<file path="config.mk">
export PLATFORM = sky130hd
export DESIGN_NAME = ram_port_b_reader
export DESIGN_NICKNAME = d
export VERILOG_FILES = /design/src/rtl/ram_pkg.sv /design/src/rtl/sync_fifo.sv /design/src/rtl/ram_port_b_reader.sv
export SDC_FILE = /design/constraint.sdc
export NUM_CORES = 1
export LEC_CHECK = 0
export ABC_CLOCK_PERIOD_IN_PS = 4100
export BUFFER_PORTS_ARGS = -buffer_cell sky130_fd_sc_hd__buf_2
export CAP_MARGIN = 20
export CORE_UTILIZATION = 30
export DETAILED_ROUTE_END_ITERATION = 6
export GPL_ROUTABILITY_DRIVEN = 0
export GPL_TIMING_DRIVEN = 0
export SETUP_SLACK_MARGIN = 0.15
export SYNTH_ARGS = -nofsm -noshare
export SYNTH_HDL_FRONTEND = slang
export SYNTH_SLANG_ARGS = --single-unit
</file>
<file path="constraint.sdc">
create_clock -name clk -period 4.1 [get_ports clk]
set_input_delay 0.205 -clock clk [delete_from_list [all_inputs] [get_ports clk]]
set_output_delay 0.205 -clock clk [all_outputs]
set_load 0.01 [all_outputs]
</file>
<file path="src/rtl/ram_pkg.sv">
// Shared definitions for the RAM port B reader slice.
// - RAM_ADDR_W / RAM_DATA_W : geometry of RAM port B
// - reader_state_t          : scan controller states
package ram_pkg;

    localparam int unsigned RAM_ADDR_W = 12;
    localparam int unsigned RAM_DATA_W = 16;

    typedef enum logic [1:0] {
        IDLE,
        RUN,
        DRAIN
    } reader_state_t;

endpackage

</file>
<file path="src/rtl/sync_fifo.sv">
// Synchronous FIFO holding the reader's output words.
// Ports:
//   clk, rst (async, active-low)   clock / reset
//   flush                          empty the FIFO (pointers and count cleared)
//   push, push_data                write one word
//   pop, pop_data                  remove head word; pop_data is the current head
//   full, empty, count             occupancy status
// Push and pop in the same cycle are both honoured, including when full.
module sync_fifo #(
    parameter int unsigned DATA_W     = 16,
    parameter int unsigned FIFO_DEPTH = 4,
    localparam int unsigned PTR_W     = $clog2(FIFO_DEPTH),
    localparam int unsigned CNT_W     = PTR_W + 1
) (
    input  logic              clk,
    input  logic              rst,
    input  logic              flush,
    input  logic              push,
    input  logic [DATA_W-1:0] push_data,
    input  logic              pop,
    output logic [DATA_W-1:0] pop_data,
    output logic              full,
    output logic              empty,
    output logic [CNT_W-1:0]  count
);

    logic [DATA_W-1:0] mem [FIFO_DEPTH];
    logic [PTR_W-1:0]  wr_ptr;
    logic [PTR_W-1:0]  rd_ptr;
    logic              do_push;
    logic              do_pop;

    assign full     = (count == CNT_W'(FIFO_DEPTH));
    assign empty    = (count == '0);
    assign do_pop   = pop && !empty;
    assign do_push  = push && (!full || do_pop);
    assign pop_data = mem[rd_ptr];

    // Storage is reset so the head reads as zero out of reset.
    always_ff @(posedge clk or negedge rst) begin
        if (!rst) begin
            for (int unsigned i = 0; i < FIFO_DEPTH; i++) begin
                mem[i] <= '0;
            end
            wr_ptr <= '0;
            rd_ptr <= '0;
            count  <= '0;
        end else if (flush) begin
            wr_ptr <= '0;
            rd_ptr <= '0;
            count  <= '0;
        end else begin
            if (do_push) begin
                mem[wr_ptr] <= push_data;
                wr_ptr      <= wr_ptr + 1'b1;
            end
            if (do_pop) begin
                rd_ptr <= rd_ptr + 1'b1;
            end
            case ({do_push, do_pop})
                2'b10:   count <= count + 1'b1;
                2'b01:   count <= count - 1'b1;
                default: count <= count;
            endcase
        end
    end

endmodule

</file>
<file path="src/rtl/ram_port_b_reader.sv">
// Scan initiator for RAM read port B. Reads word_count consecutive words
// starting at base_addr and streams them out over valid/ready.
// Ports:
//   clk, rst (async, active-low)        clock / reset
//   start, base_addr, word_count        scan request (ignored while busy)
//   abort                               cancel current scan, no done pulse
//   ain_PORT_B, rq_PORT_B, dout_PORT_B  RAM port B (data returns one cycle after rq)
//   out_data, out_valid, out_ready      output stream
//   busy, done                          scan in progress / completion pulse
// Reads are only issued when the output FIFO is guaranteed space for the
// returning word, so the FIFO can never overflow.
module ram_port_b_reader
    import ram_pkg::*;
#(
    parameter int unsigned ADDR_W     = RAM_ADDR_W,
    parameter int unsigned DATA_W     = RAM_DATA_W,
    parameter int unsigned FIFO_DEPTH = 4
) (
    input  logic              clk,
    input  logic              rst,
    input  logic              start,
    input  logic [ADDR_W-1:0] base_addr,
    input  logic [ADDR_W-1:0] word_count,
    input  logic              abort,
    output logic [ADDR_W-1:0] ain_PORT_B,
    output logic              rq_PORT_B,
    input  logic [DATA_W-1:0] dout_PORT_B,
    output logic [DATA_W-1:0] out_data,
    output logic              out_valid,
    input  logic              out_ready,
    output logic              busy,
    output logic              done
);

    localparam int unsigned CNT_W = $clog2(FIFO_DEPTH) + 1;

    reader_state_t     state_q, state_d;
    logic [ADDR_W-1:0] addr_q;
    logic [ADDR_W-1:0] remaining_q;
    logic              rq_q;
    logic              inflight_q;
    logic              done_q;
    logic [ADDR_W-1:0] ain_q;

    logic              issue;
    logic              load;
    logic              done_d;
    logic              can_issue;
    logic [CNT_W:0]    occupied;

    logic              pop;
    logic              fifo_full;
    logic              fifo_empty;
    logic [CNT_W-1:0]  fifo_count;

    assign pop = out_valid && out_ready;

    // Words owed to the FIFO: stored, returning this cycle (inflight) and
    // requested last cycle (rq). A pop this cycle frees one slot in time.
    always_comb begin
        occupied = (CNT_W+1)'(fifo_count) + (CNT_W+1)'(rq_q)
                 + (CNT_W+1)'(inflight_q) - (CNT_W+1)'(pop);
        can_issue = (occupied < (CNT_W+1)'(FIFO_DEPTH)) && !(fifo_full && !pop);
    end

    always_ff @(posedge clk or negedge rst) begin
        if (!rst) begin
            state_q <= IDLE;
        end else begin
            state_q <= state_d;
        end
    end

    // The accepting cycle in IDLE also issues the first read, so the first
    // rq appears one cycle after start.
    always_comb begin
        state_d = state_q;
        issue   = 1'b0;
        load    = 1'b0;
        done_d  = 1'b0;
        if (abort) begin
            state_d = IDLE;
        end else begin
            case (state_q)
                IDLE: begin
                    if (start) begin
                        if (word_count != '0) begin
                            load    = 1'b1;
                            issue   = 1'b1;
                            state_d = (word_count == ADDR_W'(1)) ? DRAIN : RUN;
                        end else begin
                            done_d = 1'b1;
                        end
                    end
                end
                RUN: begin
                    if (can_issue) begin
                        issue = 1'b1;
                        if (remaining_q == ADDR_W'(1)) begin
                            state_d = DRAIN;
                        end
                    end
                end
                DRAIN: begin
                    if (fifo_empty && !rq_q && !inflight_q) begin
                        state_d = IDLE;
                        done_d  = 1'b1;
                    end
                end
                default: state_d = IDLE;
            endcase
        end
    end

    always_ff @(posedge clk or negedge rst) begin
        if (!rst) begin
            addr_q      <= '0;
            remaining_q <= '0;
            rq_q        <= 1'b0;
            inflight_q  <= 1'b0;
            done_q      <= 1'b0;
            ain_q       <= '0;
        end else begin
            rq_q       <= issue;
            inflight_q <= rq_q && !abort;
            done_q     <= done_d;
            if (load) begin
                ain_q       <= base_addr;
                addr_q      <= base_addr + ADDR_W'(1);
                remaining_q <= word_count - ADDR_W'(1);
            end else if (issue) begin
                ain_q       <= addr_q;
                addr_q      <= addr_q + ADDR_W'(1);
                remaining_q <= remaining_q - ADDR_W'(1);
            end
        end
    end

    sync_fifo #(
        .DATA_W     (DATA_W),
        .FIFO_DEPTH (FIFO_DEPTH)
    ) u_fifo (
        .clk       (clk),
        .rst       (rst),
        .flush     (abort),
        .push      (inflight_q && !abort),
        .push_data (dout_PORT_B),
        .pop       (pop),
        .pop_data  (out_data),
        .full      (fifo_full),
        .empty     (fifo_empty),
        .count     (fifo_count)
    );

    assign ain_PORT_B = ain_q;
    assign rq_PORT_B  = rq_q;
    assign out_valid  = !fifo_empty;
    assign busy       = (state_q != IDLE);
    assign done       = done_q;

endmodule

</file>
---- After elaboration in Yosys (flattened, before gate mapping) ----
Index checks and enable logic that the tools add are counted.
storage, ports and cells
  output and inout bits ................... 32
  flip-flop bits (word level) ............. 112
  input bits .............................. 45
cells by class
  multiplexer cells ....................... 38
  reductions and logical operators ........ 28
  equality and inequality tests ........... 12
  add/subtract/negate cells ............... 11
  bitwise operators ....................... 3
  order comparisons ....................... 4
operators with widths
  kind                   number
  $mux 12                6
  $bwmux 64              1
  $mux 16                3
  $bmux 16 s2            1
  $demux 16 s2           1
  $add 12x1->12 const B  2
  $eq 12x1->1 const B    2
  $sub 12x1->12 const B  2
  $mux 2                 11
  $ne 3x3->1 const B     5
  $reduce_bool 12->1     1
  $logic_and 1x1->1      10
  $mux 1                 10
  $reduce_bool 2->1      4
  $logic_not 1->1        7
  $ge 3x3->1 const B     2
  $not 2->3              2
  $pmux 2 s3             1
  $pmux 3 s2             1
  $reduce_and 5->1       1
  $add 2x1->2 const B    2
  $add 3x1->4            1
  $add 4x1->4            1
  $eq 2x1->1 const B     2
  other kinds (15)       17

---- Logic depth before layout (Yosys ltp) ----
  depth in word-level cells ............... 12
  gate-level depth with buffers ........... 13
  depth with buffers taken out ............ 12

---- Hierarchy ----
From an unflattened synthesis, not the netlist that was laid out.
second synthesis, totals
  cell total of the unflattened synthesis .. 539
  area total of the unflattened synthesis .. 6373.6 µm²
by module, submodules not included
  module             sequential area each (µm²)  area an instance (µm²)  instances  cells an instance
  sync_fifo          1776.7                      3484.6                  1          217
  ram_port_b_reader  1026.0                      2889.0                  1          322

---- Least setup slack after synthesis ----
OpenSTA, ideal clock, no wires.
  path kind ............................... register to register
  start point ............................. register u_fifo.count[0]
  end point ............................... register remaining_q[7]
  slack ................................... 976 ps
  stages on the path, launching flop included .. 13
  setup time .............................. 82 ps
  clock period less this slack ............ 3124 ps
  data arrival time ....................... 3042 ps
  cell sequence ........................... dfrtp_1 or3_1 nand2_1 inv_1 ha_1 inv_1 ha_1 nand3_1 and2_1 a31oi_2 nand4_1 or3_2 a31oi_1
on the way
  word-level cells in the longest chain between the ends .. 11
  elaborated cells between the ends (all ways) .. 16
RTL lines
  element                                              RTL line                  RTL
  from (decl)                                          sync_fifo.sv:24           output logic [CNT_W-1:0] count
  from (signal assigned)                               sync_fifo.sv:61           2'b10: count <= count + 1'b1;
  from (signal assigned)                               sync_fifo.sv:62           2'b01: count <= count - 1'b1;
  from (signal assigned)                               sync_fifo.sv:63           default: count <= count;
  $logic_not 3->1 *                                    sync_fifo.sv:34           assign empty = (count == '0);
  $logic_not 1->1 *                                    ram_port_b_reader.sv:157  assign out_valid = !fifo_empty;
  net out_valid                                        ram_port_b_reader.sv:29   output logic out_valid,
  $logic_and 1x1->1 *                                  ram_port_b_reader.sv:56   assign pop = out_valid && out_ready;
  branches (longest 3 deep; another with $sub 4x1->4)  --
  $logic_and 1x1->1 *                                  ram_port_b_reader.sv:63   can_issue = (occupied < (CNT_W+1)'(FIFO_DEPTH)) && !(fifo_full && !pop);
  $mux 1 *                                             ram_port_b_reader.sv:97   if (can_issue) begin
  $pmux 1 s2 *                                         ram_port_b_reader.sv:84   case (state_q)
  $mux 1 *                                             ram_port_b_reader.sv:81   if (abort) begin
  $reduce_bool 2->1 (no source line) *                 --
  to (signal assigned)                                 ram_port_b_reader.sv:130  remaining_q <= word_count - ADDR_W'(1);
  to (signal assigned)                                 ram_port_b_reader.sv:134  remaining_q <= remaining_q - ADDR_W'(1);
  to (decl)                                            ram_port_b_reader.sv:39   logic [ADDR_W-1:0] remaining_q;
Mark *: on every way through the listed nets, which the timed path passes.
A chain may end at the register's enable or synchronous reset.

---- Worst setup path after layout ----
  start point ............................. register u_fifo.count[0]
  end point ............................... register remaining_q[7]
on the way
  word-level cells in the longest chain between the ends .. 11
  elaborated cells between the ends (all ways) .. 16
RTL lines
  element                                              RTL line
  branches (longest 6 deep; another with $add 3x1->4)  --
  $logic_and 1x1->1 *                                  ram_port_b_reader.sv:63
  $mux 1 *                                             ram_port_b_reader.sv:97
  $pmux 1 s2 *                                         ram_port_b_reader.sv:84
  $mux 1 *                                             ram_port_b_reader.sv:81
  $reduce_bool 2->1 (no source line) *                 --
Every way passes the cells marked *.

==> run summary <==
Across the run, the number of max-cap violations was 0. The wire length of the first global-routing pass is 23090 um. The I/O pin count is 77. The count of antenna diodes in the layout is 0. The final-report max-slew violation count is 0. The maximum clock rate is 281.4 MHz. The number of routed nets with antenna violations came out at 0.

In this run, post-CTS repair resized a total of 0 instances. The relative max-transition margin is 0.4128. The number of nets in the synthesized netlist is 557.

The tree is rooted in a clkbuf_16. In this run the worst path has a maximum fanout of 10. The share of final-layout standard cells stronger than drive strength 1 came out at 0.3429.

The number of detailed-route iterations in the first pass came out at 4. The H-tree depth reported by CTS came out at 3. After synthesis the cells add up to 5883 um^2. Internal power comes to roughly 2.5 mW. In this run the power density over the cells is 559.2 nW/um^2. At the end of the flow the core is filled with cells to 0.3651.

The final hold violation count is 0. From synthesis to final layout, the design area changed by 17.63%. Summed over all nets, the switching power comes to ~1.4 mW. The synthesized area divided by synthesized cell count came out at 11.81 um^2.

The routed length per placed instance came out at 16.45 um. The later pin in the worst-skew pair is clocked with a latency of 0.36 ns. The biggest area contributor in the post-synthesis netlist is dfrtp_1. The static leakage is 3.150 nW. The async set or reset register ratio after synthesis is 1.000. The area share of the largest cell type after synthesis came out at 0.4764. Once routing completed, OpenROAD measured the worst setup slack at 0.5460 ns.

Yosys printed 0 warnings. The total design power is 3.870 mW. VDD sags by at most around 0.00025 V. The largest net degree at the start of global routing came out at between 60 and 70. In this run the tool buffered the top-level ports with 76 buffer cells. The worst endpoint data arrival time is 3.84 ns.

The detailed router's first-iteration violation count came out at 218. The run finished with clean final reports. The count of endpoints failing setup in the final report is 0. The post-place instance area is 6619 um^2.

At the placement stage, the worst setup path has a slack of 0.5481 ns. The initial core utilization is 0.3104. The worst setup path is launched from a flip-flop. After routing the design area is 6920 um^2.

The clock net sink count is 112. The number of standard cells in the final layout excluding fillers came out at 852. The clock-pin slew of the registers on the worst-case setup and hold paths is around 0.08 ns. Of the total power, the clock network draws 0.224.

The detailed placement HPWL came out at 10220 um. The via count of the first global-routing pass came to 4401. The hold slack came out at 0.06616 ns. The setup total negative slack is 0 ns. The via total after detailed routing came out at about 4200. The via-per-instance ratio came out at 4.969. The TritonCTS clock tree is yes. The horizontal die dimension came out at 142.0 um. The total overflow left after global routing is 0. The proportion of total power due to net switching is 0.3507. The final critical-path required period is roughly 3.6 ns. The number of CTS-inserted buffers came out at 9. The number of rows in the core area is 50. The final clock period utilization by the worst path came out at 0.8668. Yosys mapped a number of flops with a built-in enable equal to 0. Setup repair after global routing left no endpoint under its margin. The area inside the core boundary is 18960 um^2. The number of buffers on the longest clock path is 2. The number of distinct library cell variants in the gate-level netlist after synthesis is 59. At the worst endpoint, the required time is 4.38 ns. The element type at the critical path end is a flip-flop. The wire length reported by the detailed router is 14020 um. The sequential share of the synthesized area is 0.4764. The path type of the worst setup path is flip-flop to flip-flop. The number of placed instances, taps included came out at around 840.

In the global route stage, overall resource usage came out at 0.1475. The number of instances in the synthesized netlist came out at between 400 and 500. The actual slew at the worst max-slew pin is 0.8809 ns. The most used flip-flop cell after synthesis is dfrtp_1. The die is between 100 and 150 um tall. The count of nets after finishing is 646.

The sequential fraction of design power is 0.417. The number of antenna violations at the first check in global routing is 0. Of the total power, combinational logic draws 0.359. For the final database, setup skew stands at 0.005569 ns. By area the synthesized netlist is led by dfrtp_1 (48%), mux2_2 (13%), mux4_2 (6.1%).

The number of remaining DRC errors came out at 0. The die outline area came out at 20170 um^2. The synthesized design contains 112 register bits. The min-delay analysis places its worst path in the category input port to flip-flop.
## routing by layer
layer / vias to the layer above / part of all wire / wire length (um) / track usage
met1: 2129 / 0.44 / 6177 / 0.1843
met2: 109 / 0.49 / 6908 / 0.2497
li1: 1973 / - / - / -
met5: - / 0 / 0 / 0
met3: 23 / 0.050 / 702 / 0.03264
met4: 0 / 0.016 / 228 / 0.05207
## power groups by stage
stage	combinational, mW	sequential [mW]	clock, mW
after floorplan	0.937	1.61	0
after global placement	1.37	1.61	0
after detailed placement	1.41	1.64	0
after CTS	1.42	1.61	0.901
after global routing	1.55	1.66	0.941
final	1.39	1.61	0.867
## logic make-up (layout without fill, tap and decap cells)
group           count (synthesis)  count (layout)  share of synthesized area
simple gates                  139             139                     0.1265
flops                         112             112                     0.4764
mux                            99              99                     0.2174
compound gates                 58              58                    0.06487
xor+xnor                       38              38                    0.05657
buf+inv                        38             132                    0.02722
fa+ha+maj                      14              14                    0.03105
## state kept, by name, indices dropped and copies added (netlist names)
register	count
u_fifo.mem	64
addr_q	12
ain_PORT_B	12
remaining_q	12
u_fifo.count	3
state_q	2
u_fifo.rd_ptr	2
u_fifo.wr_ptr	2
done	1
inflight_q	1
rq_PORT_B	1
## worst max-delay path, stage by stage, from the launching register on
cell and delay [ns]:
dfrtp_1 0.45, or3_1 0.44, nand2_1 0.12, inv_1 0.12, ha_1 0.29, inv_1 0.04
ha_1 0.26, nand3_1 0.08, and2_1 0.16, a31oi_2 0.44, nand4_1 0.38, or3_2 0.53
a31oi_1 0.18
## layout by cell type (no fill, tap or decap), types with 10 or more instances in the layout
cell type	synthesis	layout
inv_1	15	15
mux4_2	16	16
dfrtp_1	112	112
mux2_2	70	70
mux2i_1	13	13
o21ai_0	16	16
clkbuf_1	10	11
nand2_1	33	33
nand4_1	10	10
nor2_1	32	32
xnor2_1	12	12
ha_1	13	13
buf_2	10	85
nand3_1	16	16
a21oi_1	12	12
xor2_1	26	26
## what timing repair did
action / 4_1_cts / 5_1_grt
endpoints found under the setup margin: 0 / 0
hold endpoints to repair: 45 / 0
buffers inserted: 0 / 0
hold buffers: 1 / 0
## cell usage after synthesis, types with 5 or more instances
| cell | count |
|---|---|
| mux2_2 | 70 |
| nand3_1 | 16 |
| mux4_2 | 16 |
| nand2_1 | 33 |
| inv_1 | 15 |
| xor2_1 | 26 |
| a31oi_1 | 5 |
| nand4_1 | 10 |
| a21oi_1 | 12 |
| ha_1 | 13 |
| dfrtp_1 | 112 |
| nor2_1 | 32 |
| o21ai_1 | 5 |
| o21ai_0 | 16 |
| mux2i_1 | 13 |
| nor3_1 | 6 |
| xnor2_1 | 12 |
| clkbuf_1 | 10 |
| or3_1 | 7 |
| buf_2 | 10 |
## worst paths after layout
check | start | end | slack, ns | cells after the start
min reg2reg | ain_PORT_B[0] | ain_PORT_B[0] | 0.50 | 1
max in group asynchronous | rst | addr_q[3] | 2.93 | 3
max | u_fifo.count[0] | remaining_q[7] | 0.55 | 12
min | word_count[0] | remaining_q[0] | 0.07 | 2
min in group asynchronous | rst | u_fifo.mem[48] | 0.41 | 2
max reg2reg | u_fifo.count[0] | remaining_q[7] | 0.55 | 12
## cell type report
cell class / instances / area (um^2)
fill: 1899 / 12040
multi-input combinational: 348 / 2920
sequential: 112 / 2803
timing repair buffer: 78 / 420.4
tap: 260 / 325.3
clock buffer: 10 / 229.0
buffer: 23 / 103.9
clock inverter: 6 / 62.56
inverter: 15 / 56.30
No activity file was read; power rests on OpenSTA's default activity.
